### config.mk
export PLATFORM = sky130hd
export DESIGN_NAME = sokoban_move_engine
export DESIGN_NICKNAME = d
export VERILOG_FILES = /design/src/rtl/sokoban_pkg.sv /design/src/rtl/sokoban_move_engine_grid_step.sv /design/src/rtl/sokoban_move_engine.sv
export SDC_FILE = /design/constraint.sdc
export NUM_CORES = 1
export LEC_CHECK = 0
export BUFFER_PORTS_ARGS = -buffer_cell sky130_fd_sc_hd__buf_2
export CAP_MARGIN = 20
export CORE_AREA = 10 10 210 212
export DETAILED_ROUTE_END_ITERATION = 12
export DIE_AREA = 0 0 220 222
export PLACE_DENSITY_LB_ADDON = 0.12
export SYNTH_ARGS = -nofsm -noshare
export SYNTH_HDL_FRONTEND = slang
export SYNTH_SLANG_ARGS = --single-unit
### constraint.sdc
create_clock -name clk -period 3.8 [get_ports clk]
set_clock_uncertainty 0.05 [all_clocks]
set_input_delay 0.76 -clock clk [delete_from_list [all_inputs] [get_ports clk]]
set_output_delay 0.76 -clock clk [all_outputs]
set_load 0.02 [all_outputs]
### src/rtl/sokoban_pkg.sv
// Shared grid constants, direction codes, FSM states and a passability helper
// for the Sokoban move engine.
package sokoban_pkg;

  localparam int GRID_DIM = 8;

  typedef logic [5:0] cell_t;

  localparam logic [1:0] DIR_UP    = 2'd0;
  localparam logic [1:0] DIR_DOWN  = 2'd1;
  localparam logic [1:0] DIR_LEFT  = 2'd2;
  localparam logic [1:0] DIR_RIGHT = 2'd3;

  typedef enum logic [2:0] {
    ST_IDLE,
    ST_PROBE1,
    ST_PROBE2,
    ST_COMMIT,
    ST_EVAL,
    ST_WON
  } state_t;

  typedef enum logic [1:0] {
    MV_REJECT,
    MV_STEP,
    MV_PUSH
  } move_t;

  function automatic logic is_passable(input logic [63:0] way, input logic [63:0] wall,
                                       input logic [63:0] dst, input cell_t c);
    return (way[c] | dst[c]) & ~wall[c];
  endfunction

endpackage

### src/rtl/sokoban_move_engine_grid_step.sv
// Neighbour cell of (cell, dir) on the 8x8 grid with off-grid flag; purely
// combinational, zero latency, no flow control.
module grid_step
  import sokoban_pkg::*;
(
  input  logic [5:0] i_cell,
  input  logic [1:0] i_dir,
  output logic [5:0] o_cell,
  output logic       o_off_grid
);

  localparam logic [2:0] LAST = 3'(GRID_DIM - 1);

  logic [2:0] w_row;
  logic [2:0] w_col;

  assign w_row = i_cell[5:3];
  assign w_col = i_cell[2:0];

  always_comb begin
    o_cell     = i_cell;
    o_off_grid = 1'b0;
    case (i_dir)
      DIR_UP: begin
        o_off_grid = (w_row == 3'd0);
        o_cell     = {w_row - 3'd1, w_col};
      end
      DIR_DOWN: begin
        o_off_grid = (w_row == LAST);
        o_cell     = {w_row + 3'd1, w_col};
      end
      DIR_LEFT: begin
        o_off_grid = (w_col == 3'd0);
        o_cell     = {w_row, w_col - 3'd1};
      end
      default: begin
        o_off_grid = (w_col == LAST);
        o_cell     = {w_row, w_col + 3'd1};
      end
    endcase
  end

endmodule

### src/rtl/sokoban_move_engine.sv
// Sokoban game-state engine: validates one direction command at a time, fixed 4-cycle
// latency, dir_ready only in IDLE (no queuing); optional one-level undo via SOKOBAN_UNDO_EN.
module sokoban_move_engine
  import sokoban_pkg::*;
#(
  parameter int CNT_W = 16
) (
  input  logic             clk,
  input  logic             rst_n,
  input  logic             load,
  input  logic [5:0]       init_man,
  input  logic [63:0]      init_box,
  input  logic [63:0]      init_way,
  input  logic [63:0]      init_wall,
  input  logic [63:0]      init_dst,
  input  logic             dir_valid,
  input  logic [1:0]       dir,
  output logic             dir_ready,
  input  logic             undo,
  output logic [5:0]       man,
  output logic [63:0]      box,
  output logic [63:0]      way,
  output logic [63:0]      wall,
  output logic [63:0]      destination,
  output logic             move_done,
  output logic             move_ok,
  output logic [CNT_W-1:0] steps,
  output logic [CNT_W-1:0] pushes,
  output logic             win
);

  state_t           r_state;
  state_t           w_state_nxt;
  logic [1:0]       r_dir;
  cell_t            r_man;
  cell_t            r_t1;
  cell_t            r_t2;
  cell_t            w_t1;
  cell_t            w_t2;
  logic             r_t1_off;
  logic             r_t2_off;
  logic             w_t1_off;
  logic             w_t2_off;
  move_t            r_kind;
  logic [63:0]      r_box;
  logic [63:0]      r_way;
  logic [63:0]      r_wall;
  logic [63:0]      r_dst;
  logic [CNT_W-1:0] r_steps;
  logic [CNT_W-1:0] r_pushes;
  logic             r_win;
  logic             r_move_done;
  logic             r_move_ok;
  logic             w_idle;
  logic             w_accept;
  logic             w_undo_go;
  logic             w_win_now;
  logic             w_t1_blocked;
  logic             w_t2_blocked;

  assign w_idle       = (r_state == ST_IDLE);
  assign w_win_now    = ((r_box & ~r_dst) == 64'd0) && (r_box != 64'd0);
  assign w_t1_blocked = r_t1_off || !is_passable(r_way, r_wall, r_dst, r_t1);
  assign w_t2_blocked = r_t2_off || !is_passable(r_way, r_wall, r_dst, r_t2) || r_box[r_t2];
  assign w_accept     = dir_valid & w_idle & ~w_undo_go;

  grid_step u_step_t1 (.i_cell(r_man), .i_dir(dir),   .o_cell(w_t1), .o_off_grid(w_t1_off));
  grid_step u_step_t2 (.i_cell(r_t1),  .i_dir(r_dir), .o_cell(w_t2), .o_off_grid(w_t2_off));

`ifdef SOKOBAN_UNDO_EN
  logic             r_undo_vld;
  cell_t            r_snap_man;
  logic [63:0]      r_snap_box;
  logic [CNT_W-1:0] r_snap_steps;
  logic [CNT_W-1:0] r_snap_pushes;

  assign w_undo_go = undo & r_undo_vld & w_idle;

  always_ff @(posedge clk or negedge rst_n) begin
    if (!rst_n) begin
      r_undo_vld    <= 1'b0;
      r_snap_man    <= '0;
      r_snap_box    <= '0;
      r_snap_steps  <= '0;
      r_snap_pushes <= '0;
    end else if (load) begin
      r_undo_vld <= 1'b0;
    end else if (r_state == ST_COMMIT && r_kind != MV_REJECT) begin
      r_undo_vld    <= 1'b1;
      r_snap_man    <= r_man;
      r_snap_box    <= r_box;
      r_snap_steps  <= r_steps;
      r_snap_pushes <= r_pushes;
    end else if (w_undo_go) begin
      r_undo_vld <= 1'b0;
    end
  end
`else
  logic w_unused_undo;
  assign w_unused_undo = undo;
  assign w_undo_go     = 1'b0;
`endif

  always_ff @(posedge clk or negedge rst_n) begin
    if (!rst_n) r_state <= ST_IDLE;
    else        r_state <= w_state_nxt;
  end

  always_comb begin
    w_state_nxt = r_state;
    case (r_state)
      ST_IDLE:   if (w_accept) w_state_nxt = ST_PROBE1;
      ST_PROBE1: w_state_nxt = ST_PROBE2;
      ST_PROBE2: w_state_nxt = ST_COMMIT;
      ST_COMMIT: w_state_nxt = ST_EVAL;
      ST_EVAL:   w_state_nxt = w_win_now ? ST_WON : ST_IDLE;
      ST_WON:    w_state_nxt = ST_WON;
      default:   w_state_nxt = ST_IDLE;
    endcase
    if (load) w_state_nxt = ST_IDLE;
  end

  always_ff @(posedge clk or negedge rst_n) begin
    if (!rst_n) begin
      r_dir       <= '0;
      r_t1        <= '0;
      r_t2        <= '0;
      r_t1_off    <= 1'b0;
      r_t2_off    <= 1'b0;
      r_kind      <= MV_REJECT;
      r_man       <= '0;
      r_box       <= '0;
      r_way       <= '0;
      r_wall      <= '0;
      r_dst       <= '0;
      r_steps     <= '0;
      r_pushes    <= '0;
      r_win       <= 1'b0;
      r_move_done <= 1'b0;
      r_move_ok   <= 1'b0;
    end else if (load) begin
      r_man       <= init_man;
      r_box       <= init_box;
      r_way       <= init_way;
      r_wall      <= init_wall;
      r_dst       <= init_dst;
      r_steps     <= '0;
      r_pushes    <= '0;
      r_win       <= 1'b0;
      r_move_done <= 1'b0;
      r_move_ok   <= 1'b0;
    end else begin
      r_move_done <= 1'b0;
      r_move_ok   <= 1'b0;
      case (r_state)
        ST_IDLE: begin
`ifdef SOKOBAN_UNDO_EN
          if (w_undo_go) begin
            r_man       <= r_snap_man;
            r_box       <= r_snap_box;
            r_steps     <= r_snap_steps;
            r_pushes    <= r_snap_pushes;
            r_move_done <= 1'b1;
            r_move_ok   <= 1'b1;
          end
`endif
          if (w_accept) begin
            r_dir    <= dir;
            r_t1     <= w_t1;
            r_t1_off <= w_t1_off;
          end
        end
        ST_PROBE1: begin
          r_t2     <= w_t2;
          r_t2_off <= w_t2_off;
          if (w_t1_blocked)     r_kind <= MV_REJECT;
          else if (r_box[r_t1]) r_kind <= MV_PUSH;
          else                  r_kind <= MV_STEP;
        end
        ST_PROBE2: begin
          // A box in t1 is only pushable if the cell beyond it is free floor.
          if (r_kind == MV_PUSH && w_t2_blocked) r_kind <= MV_REJECT;
        end
        ST_COMMIT: begin
          r_move_done <= 1'b1;
          r_move_ok   <= (r_kind != MV_REJECT);
          if (r_kind != MV_REJECT) begin
            r_man <= r_t1;
            if (r_steps != {CNT_W{1'b1}}) r_steps <= r_steps + CNT_W'(1);
          end
          if (r_kind == MV_PUSH) begin
            r_box[r_t1] <= 1'b0;
            r_box[r_t2] <= 1'b1;
            if (r_pushes != {CNT_W{1'b1}}) r_pushes <= r_pushes + CNT_W'(1);
          end
        end
        ST_EVAL: r_win <= w_win_now;
        default: ;
      endcase
    end
  end

  assign dir_ready   = w_idle;
  assign man         = r_man;
  assign box         = r_box;
  assign way         = r_way;
  assign wall        = r_wall;
  assign destination = r_dst;
  assign move_done   = r_move_done;
  assign move_ok     = r_move_ok;
  assign steps       = r_steps;
  assign pushes      = r_pushes;
  assign win         = r_win;

endmodule

==> results_dict.tcl <==
set metrics [dict create \
    status "complete, no violations" \
    critPathLaunchType "register" \
    setup-violations-final 0 \
    cp.required_ns 4.26 \
    fin_crit_sh 0.8571 \
    synth_common_cells "dfrtp_1 (318), mux2_2 (213), o21ai_0 (209), nor2_1 (102), nand2_1 (97)" \
    vias_per_cell 6.348 \
    port_buffers 565 \
    grt_pass1_vias 17760 \
    totalWireLength_um 89910 \
    cts_resized 0 \
    power_leakage_uw 0.01001 \
    dieArea_um2 48840 \
    clock_sinks 318 \
    finalNonFillerCells 2824 \
    synth-main-ff-cell "dfrtp_1" \
    synth_nets 1989 \
    yosysTopAreaCell "dfrtp_1" \
    die_y_um 222 \
    clockRootBuffer "clkbuf_16" \
    power.density_nw_per_um2 587.9 \
    grt_overflow 0 \
    hold_path.class "input port to asynchronous set/reset pin" \
    rows 73 \
    synth_edf_count 0 \
    ys_async_sr_fraction 1.000 \
    place_congestion 1.031 \
    yosysSeqAreaShare 0.4553 \
    clockBufferDepth 3 \
    drc 0 \
    fin_setup_tns_ns 0 \
    finalNetCount 2543 \
    synthCells 1714 \
    ios 567 \
    yosysTopAreaCellShare 0.4553 \
    drive_above_1_share 0.4080 \
    worstMarginPinSlew_ns 1.182 \
    worstPathMaxFanout 19 \
    drt_pass1_iterations 6 \
    initial_utilization 0.4409 \
    h-tree-depth 2 \
    synth_area_um2 17480 \
    avgSynthCellArea_um2 10.20 \
    crit_arrival_ns 3.71 \
    hold_viol 0 \
    synth_cell_types 78 \
    clk_latency_ns 0.57 \
    yosysMostFrequentCell "dfrtp_1" \
    numCtsBuffers 37 \
    ys_warn_count 0 \
    fin_crit_ns 3.257 \
    die_w_um 220 \
    slew_viol_final 0 \
    max_cap_violations 0 \
    synth.top_cells.by_area "dfrtp_1 (46%), mux2_2 (14%), o21ai_0 (6.0%)" \
    grt_setup_unrepaired "false" \
    synth.ff_latch_count 318 \
    cp-end-kind "register" \
    path_clk_slew_ns 0.06 \
    grt_pass1_wl_um 128100 \
    slew-limit-headroom 0.2120 \
    vdd_drop_max_mv 0.4095 \
    wl_per_cell_um 31.84 \
    antenna_found_initial 12 \
    via_count 17930 \
    fillers 3676 \
    postCtsHoldBufs 0 \
    cts_tree "built" \
    grt_usage 0.3560 \
    ant_nets 0 \
    drt_iter0_drc 2359 \
    post_cts_buffers 0 \
    fp.coreArea_um2 39640 \
    dp_hpwl_um 70220 \
    syn_to_final_growth_pct 27.03 \
    crit_type "register to register" \
    grt_start_max_net_pins 193 \
    dp.cells 2754 \
    clock.fmax_ghz 0.3070 \
]
## routing by layer
layer  part of all wire  track usage
met1               0.39       0.4668
met2               0.45       0.5457
met3               0.12       0.1104
met4              0.035       0.1198
met5            0.00057            0
## critical path, stage by stage, from the launching register on
cell and delay (ns):
dfrtp_1 0.63, and3b_1 0.46, buf_4 0.27, a222oi_1 0.34
a31oi_1 0.18, a31o_2 0.25, a2111o_1 0.33, a41oi_1 0.35
and2b_1 0.18, mux2_4 0.13
## logic make-up after synthesis
family          synth area share
simple gates              0.1130
xor+xnor                 0.01854
buf+inv                  0.04646
fa+ha+maj               0.006014
flops                     0.4553
mux                       0.1733
compound gates            0.1874
## per-stage QoR
| step | hold WS, ns | utilization | power, uW | area [um^2] | setup WS [ns] |
|---|---|---|---|---|---|
| CTS | 0.1644 | 0.5598 | 12910 | 22190 | 0.6025 |
| floorplan | 0.4005 | - | 7232 | 17480 | 1.332 |
| finish | 0.1483 | 0.5601 | 13050 | 22200 | 0.5431 |
| detailed placement | 0.4354 | 0.5312 | 9502 | 21060 | 0.6057 |
| global route | 0.1800 | 0.5600 | 13520 | 22200 | 0.4116 |
| global placement | 0.4312 | 0.5312 | 9451 | 21060 | 0.6566 |
## cell type report
type | count | area (um^2) | area share
clock inverters | 10 | 67.56 | 0.003043
repair buffers | 627 | 3376 | 0.1521
clock buffers | 55 | 1066 | 0.04802
inverters | 86 | 322.8 | 0.01454
multi-input cells | 1198 | 8738 | 0.3936
flip-flops and latches | 318 | 7961 | 0.3586
well taps | 525 | 656.9 | 0.02959
diodes | 5 | 12.51 | 0.0005636
## cells in the final DEF, fill, tap and decap left out, drive strengths merged, types with 6 or more instances in the layout
cell     instances
a2111oi          7
a211oi           9
a21oi           38
a221o            7
a221oi          19
a222oi           8
a22oi           29
and3             8
buf            627
clkbuf          55
dfrtp          318
inv             87
mux2           215
mux2i           22
mux4            17
nand2           97
nand2b          19
nand3           26
nand3b          10
nand4           20
nor2           102
nor2b           16
nor3            23
nor4            30
o2111ai          6
o211ai          34
o21a            28
o21ai          210
o221ai          11
o22ai           60
or3             13
xnor2           10
xor2            27
## sequential cells by signal, indices dropped and copies added, names as in the netlist
signal / cells
man: 6
way: 64
box: 64
r_t2: 6
move_done: 1
r_t1: 6
r_t1_off: 1
steps: 16
move_ok: 1
destination: 64
pushes: 16
r_state: 3
r_dir: 2
win: 1
wall: 64
r_kind: 2
r_t2_off: 1
## path summary, 6_finish.rpt
path,startpoint,endpoint,slack (ns),depth (start not counted)
setup / recovery,r_t1[2]$_DFFE_PN0P_,r_kind[1]$_DFFE_PN0P_,0.54,9
max in group asynchronous,rst_n,wall[34]$_DFFE_PN0P_,2.58,2
hold / removal,rst_n,wall[2]$_DFFE_PN0P_,0.15,1
hold reg to reg,r_t1_off$_DFFE_PN0P_,r_t1_off$_DFFE_PN0P_,0.44,2
min in group clk,init_box[32],box[32]$_DFFE_PN0P_,0.34,2
setup reg to reg,r_t1[2]$_DFFE_PN0P_,r_kind[1]$_DFFE_PN0P_,0.54,9
## report_power, final
part / internal, uW / switching, uW / total (uW)
registers: 3730 / 857 / 4590
logic: 1940 / 3110 / 5050
clock network: 1950 / 1460 / 3410
Power figures use the tool's default switching activity.
